--- config.mk ---
export PLATFORM = sky130hd
export DESIGN_NAME = sbox_arbiter
export DESIGN_NICKNAME = d
export VERILOG_FILES = /design/src/rtl/sbox_arbiter.sv
export SDC_FILE = /design/constraint.sdc
export NUM_CORES = 1
export LEC_CHECK = 0
export ABC_AREA = 1
export CAP_MARGIN = 20
export CELL_PAD_IN_SITES_DETAIL_PLACEMENT = 2
export CELL_PAD_IN_SITES_GLOBAL_PLACEMENT = 2
export CORE_AREA = 2 2 255 257
export CTS_BUF_LIST = sky130_fd_sc_hd__clkbuf_16
export CTS_CLUSTER_DIAMETER = 80
export DETAILED_ROUTE_END_ITERATION = 7
export DIE_AREA = 0 0 257 259
export GPL_TIMING_DRIVEN = 1
export PLACE_DENSITY = 0.82
export SETUP_SLACK_MARGIN = 0.15
export SYNTH_ARGS = -nofsm -noshare
export SYNTH_HDL_FRONTEND = slang
export SYNTH_SLANG_ARGS = --single-unit
--- constraint.sdc ---
create_clock -name clk -period 2.44 [get_ports clk]
set_input_delay 0.732 -clock clk [delete_from_list [all_inputs] [get_ports clk]]
set_output_delay 0.732 -clock clk [all_outputs]
set_load 0.01 [all_outputs]
--- src/rtl/sbox_arbiter.sv ---
// sbox_arbiter
// Shares one iterative SubBytes engine between the cipher round datapath
// (port 0) and the key-expansion unit (port 1). Grants one request at a time
// with round-robin tie-breaking. Drives the engine start/done handshake and
// returns the result to the owner. A watchdog answers with an error response
// if the engine does not finish within TIMEOUT cycles.
//
// Ports
//   clk           clock, rising edge
//   rst           synchronous active-high reset
//   req_i         per-requester request level
//   data0_i/1_i   requester states, captured on the grant edge
//   gnt_o         one-hot one-cycle grant pulse
//   resp_valid_o  one-hot one-cycle response pulse to the owner
//   resp_data_o   result, held until the next response
//   resp_err_o    pulses with resp_valid_o on a timeout response
//   busy_o        high while waiting on the engine
//   eng_start_o   one-cycle engine start pulse
//   eng_s_o       engine input state, held from grant to next grant
//   eng_s_i       engine result
//   eng_done_i    engine done pulse
//
// State | meaning
// IDLE  | no request owned; grants the next winner
// WAIT  | engine running for owner; waits for done or watchdog expiry

module sbox_arbiter #(
    parameter int WIDTH   = 128,
    parameter int TIMEOUT = 32
) (
    input  logic             clk,
    input  logic             rst,
    input  logic [1:0]       req_i,
    input  logic [WIDTH-1:0] data0_i,
    input  logic [WIDTH-1:0] data1_i,
    output logic [1:0]       gnt_o,
    output logic [1:0]       resp_valid_o,
    output logic [WIDTH-1:0] resp_data_o,
    output logic             resp_err_o,
    output logic             busy_o,
    output logic             eng_start_o,
    output logic [WIDTH-1:0] eng_s_o,
    input  logic [WIDTH-1:0] eng_s_i,
    input  logic             eng_done_i
);

    localparam int CW = $clog2(TIMEOUT);

    typedef enum logic {IDLE = 1'b0, WAIT = 1'b1} state_t;

    state_t         state, state_nxt;
    logic           owner, owner_nxt;
    logic           last, last_nxt;
    logic [CW-1:0]  cnt, cnt_nxt;
    logic           win;
    logic           timeout_hit;

    logic [1:0]       gnt_nxt;
    logic [1:0]       rv_nxt;
    logic [WIDTH-1:0] rdata_nxt;
    logic             err_nxt;
    logic             start_nxt;
    logic [WIDTH-1:0] es_nxt;

    // A lone requester wins outright; on a tie the port not served last wins.
    always_comb begin
        case (req_i)
            2'b01:   win = 1'b0;
            2'b10:   win = 1'b1;
            default: win = ~last;
        endcase
    end

    assign timeout_hit = (cnt == CW'(TIMEOUT - 1));
    assign busy_o      = (state == WAIT);

    always_ff @(posedge clk) begin
        if (rst) state <= IDLE;
        else     state <= state_nxt;
    end

    always_comb begin
        state_nxt = state;
        case (state)
            IDLE: if (req_i != 2'b00) state_nxt = WAIT;
            WAIT: if (eng_done_i || timeout_hit) state_nxt = IDLE;
            default: state_nxt = IDLE;
        endcase
    end

    // Next values of the registered outputs; pulses default low every cycle.
    always_comb begin
        gnt_nxt   = 2'b00;
        rv_nxt    = 2'b00;
        err_nxt   = 1'b0;
        start_nxt = 1'b0;
        rdata_nxt = resp_data_o;
        es_nxt    = eng_s_o;
        owner_nxt = owner;
        last_nxt  = last;
        cnt_nxt   = cnt;
        case (state)
            IDLE: begin
                if (req_i != 2'b00) begin
                    gnt_nxt   = win ? 2'b10 : 2'b01;
                    start_nxt = 1'b1;
                    es_nxt    = win ? data1_i : data0_i;
                    owner_nxt = win;
                    cnt_nxt   = '0;
                end
            end
            WAIT: begin
                // done takes priority over a watchdog expiring on the same edge
                if (eng_done_i) begin
                    rdata_nxt = eng_s_i;
                    rv_nxt    = owner ? 2'b10 : 2'b01;
                    last_nxt  = owner;
                end else if (timeout_hit) begin
                    rdata_nxt = '0;
                    rv_nxt    = owner ? 2'b10 : 2'b01;
                    err_nxt   = 1'b1;
                    last_nxt  = owner;
                end else begin
                    cnt_nxt = cnt + 1'b1;
                end
            end
            default: ;
        endcase
    end

    always_ff @(posedge clk) begin
        if (rst) begin
            gnt_o        <= 2'b00;
            resp_valid_o <= 2'b00;
            resp_data_o  <= '0;
            resp_err_o   <= 1'b0;
            eng_start_o  <= 1'b0;
            eng_s_o      <= '0;
            owner        <= 1'b0;
            last         <= 1'b1;
            cnt          <= '0;
        end else begin
            gnt_o        <= gnt_nxt;
            resp_valid_o <= rv_nxt;
            resp_data_o  <= rdata_nxt;
            resp_err_o   <= err_nxt;
            eng_start_o  <= start_nxt;
            eng_s_o      <= es_nxt;
            owner        <= owner_nxt;
            last         <= last_nxt;
            cnt          <= cnt_nxt;
        end
    end

endmodule

==> impl_metrics.csv <==
group,metric,value,unit
outcome,outcome,"complete, no violations",
place,io_buffers,651,
drt,drtAntennaViolNets,0,
grt,grt_util_all_layers,0.1522,
layout,layout_common_cells,"656 x nand2_1, 643 x clkdlybuf4s50_1, 269 x dfxtp_1",
floorplan,initial_core_util,0.1579,
setup_path,crit_arrival,1.48,ns
hold_path,holdPathStages,2,
synthesis,syn_area,10090,µm²
synthesis,seq_area_frac_synth,0.5358,
setup_path,end_kind,"output pin",
cts,cts_sinks,270,
hold_path,hp-start,"eng_s_o[19]",
setup_path,r2r_cells,10,
setup_path,crit_family,"buffers and inverters",
sta,setup_violations,0,
setup_path,crit_chain,"clkdlybuf4s50_1",
setup_path,critPathSlowestCell,"clkdlybuf4s50_1",
sta,period_share,0.9083,
power,seqPwrFrac,0.396,
setup_path,path_buf_inv,1,
synthesis,synth_compound_area_frac,0.08235,
sta,worst_pin_slew,0.6338,ns
synthesis,synthSimpleGateAreaFrac,0.3153,
floorplan,die_y,259,µm
drt,drc,0,
setup_path,worstPathRequired,1.71,ns
floorplan,core,63880,µm²
job,max_cap_violations,0,
drt,totalWireLength,53.49,mm
synthesis,netlist_instances,1377,
place,place_area,17940,µm²
place,place_inst,2857,
sta,hold_viol,0,
cts,clock_path_buffers,3,
power,switching_power,0.003425,W
setup_path,r2r_slack,0.57,ns
synthesis,ys_ff_latch,270,
synthesis,synth_cell_type_count,17,
power,pwr-share-comb,0.206,
layout,fin_area,19010,µm²
power,total_power,0.01258,W
cts,cts_tree,"yes",
grt,grt_max_degree,122,
setup_path,critPathMaxStageDelay,0.56,ns
sta,fmax,451.2,MHz
cts,cts_setup_buffers,0,
layout,register_area,5406,µm²
setup_path,crit_path_max_fanout,2,
synthesis,synthMuxAreaShare,0,
sta,max-slew-margin-rel,0.5775,
synthesis,yosys_warnings,0,
layout,drive_above_1_share,0.05580,
layout,fill_cells,7243,
grt,overflow,0,
floorplan,rows,93,
sta,period_needed,2.216,ns
power,vdd_ir_drop_max,0.3895,mV
layout,final_cells,2918,
setup_path,rr_endpoint,"resp_data_o[16]",
drt,vias,11900,
grt,grt_pass1_vias,13360,
floorplan,die_w,257,µm
sta,rsz0062_at_grt,"no",
place,place_congestion,0.8353,
drt,drt_iter0_markers,397,
layout,area_growth,88.47,%
layout,fin_nets,2432,
drt,first_pass_iters,4,
floorplan,die_area,66560,µm²
setup_path,critical_path.startpoint_type,"flip-flop",
power,swShare,0.2723,
sta,fin_worst_skew,0.02448,ns
hold_path,hold_path_end,"eng_s_o[19]",
hold_path,min_path_type,"reg -> reg",
cts,clock-root-buffer,"clkbuf_16",
synthesis,syn_area_per_cell,7.326,µm²
cts,clkTransAtPathRegs,0.05,ns
synthesis,syn_nets,1770,
drt,wl_per_cell,18.33,µm
cts,h-tree-depth,2,
power,p_leak,7.394,nW
setup_path,regToRegStartpoint,"cnt[0]",
sta,finalMaxSlewViolations,0,
synthesis,synth_top_family_by_area,"simple AND/OR/NAND/NOR gates",
floorplan,pin_count,652,
power,clkPwrFrac,0.398,
synthesis,synth_fa_ha_area_frac,0.004961,
synthesis,synth_xor_area_frac,0,
power,power.internal,0.009154,W
layout,final_common_cell,"nand2_1",
cts,clk_latency,0.54,ns
setup_path,path_class,"reg -> out",
cts,cts_buffers,35,
drt,routed_via_density,4.079,
grt,grt_first_pass_wirelength,79.14,mm
place,hpwl,41.67,mm
grt,antenna_found_initial,2,
layout,multiInputGateArea,4076,µm²
power,powerDensity,661.6,nW/µm²
-- layout make-up --
cell class | count | area share
Timing Repair Buffer | 711 | 0.3796
Sequential cell | 270 | 0.2844
Multi-Input combinational cell | 976 | 0.2144
Tap cell | 855 | 0.05627
Clock buffer | 35 | 0.04606
Clock inverter | 24 | 0.01013
Inverter | 45 | 0.008950
Antenna cell | 2 | 0.0002632
-- what timing repair did --
item,4_1_cts,5_1_grt
setup endpoints to repair,5,3
resized for setup,5,3
hold buffers,0,0
-- power groups by stage --
stage	Clock [W]	Sequential [W]	Combinational (W)
final	0.00501	0.00498	0.00259
after global routing	0.00538	0.00503	0.00279
after CTS	0.00521	0.00499	0.00264
after detailed placement	0	0.00507	0.00262
after global placement	0	0.00505	0.00253
after floorplan	0	0.00520	0.000652
-- cell usage after synthesis --
cell type | number | area share
buf_2 | 41 | 0.020
nand2_2 | 1 | 0.00062
nand2_1 | 658 | 0.24
nor2_2 | 2 | 0.0012
a21oi_1 | 132 | 0.065
clkbuf_1 | 29 | 0.011
buf_1 | 5 | 0.0019
ha_1 | 4 | 0.0050
nor3_1 | 3 | 0.0015
dfxtp_1 | 270 | 0.54
buf_6 | 10 | 0.011
o21ai_0 | 34 | 0.017
nand3_1 | 103 | 0.051
nor2_4 | 2 | 0.0022
nor2_1 | 37 | 0.014
inv_1 | 45 | 0.017
buf_4 | 1 | 0.00074
-- worst max path at each step --
stage                       startpoint  depth (start not counted)  slack (ns)           end
after CTS                       busy_o                          1        0.11        busy_o
after global routing      eng_s_o[124]                          1        0.16  eng_s_o[124]
after floorplan               req_i[0]                          9        0.47   eng_s_o[27]
after global placement        req_i[0]                         12       -0.14   eng_s_o[66]
after detailed placement      req_i[1]                         10       -0.23   eng_s_o[84]
final                     eng_s_o[124]                          1        0.22  eng_s_o[124]
-- kinds of logic (layout without fill, tap and decap cells) --
group,Yosys count,count (layout)
simple gates,806,806
compound gates,166,166
fa+ha+maj,4,4
other cells,0,2
buf+inv,131,815
flops,270,270
-- flip-flops by register name, summed over array words and instances (netlist names) --
register	cells
eng_s_o	128
resp_data_o	128
cnt	5
gnt_o	2
resp_valid_o	2
busy_o	1
eng_start_o	1
last	1
owner	1
resp_err_o	1
-- through the flow --
step / util / setup WS [ns] / hold slack [ns] / setup TNS, ns
finish: 0.2976 / 0.2239 / 0.4557 / 0
global route: 0.2976 / 0.1556 / 0.4846 / 0
CTS: 0.2974 / 0.1125 / 0.4622 / 0
detailed placement: 0.2808 / -0.2292 / 0.4528 / -23.05
global placement: 0.2808 / -0.1424 / 0.4370 / -13.84
floorplan: - / 0.4655 / 0.4211 / 0
-- metal layers --
layer | share of wire | track usage | vias up | wire, µm
met5 | 0 | 0 | - | 0
met4 | 0.035 | 0.06121 | 0 | 1892
met3 | 0.070 | 0.04472 | 96 | 3764
met2 | 0.53 | 0.2898 | 388 | 28520
met1 | 0.36 | 0.1547 | 5774 | 19310
li1 | - | - | 5645 | -
Note: power is estimated with default switching activity, not from simulation.
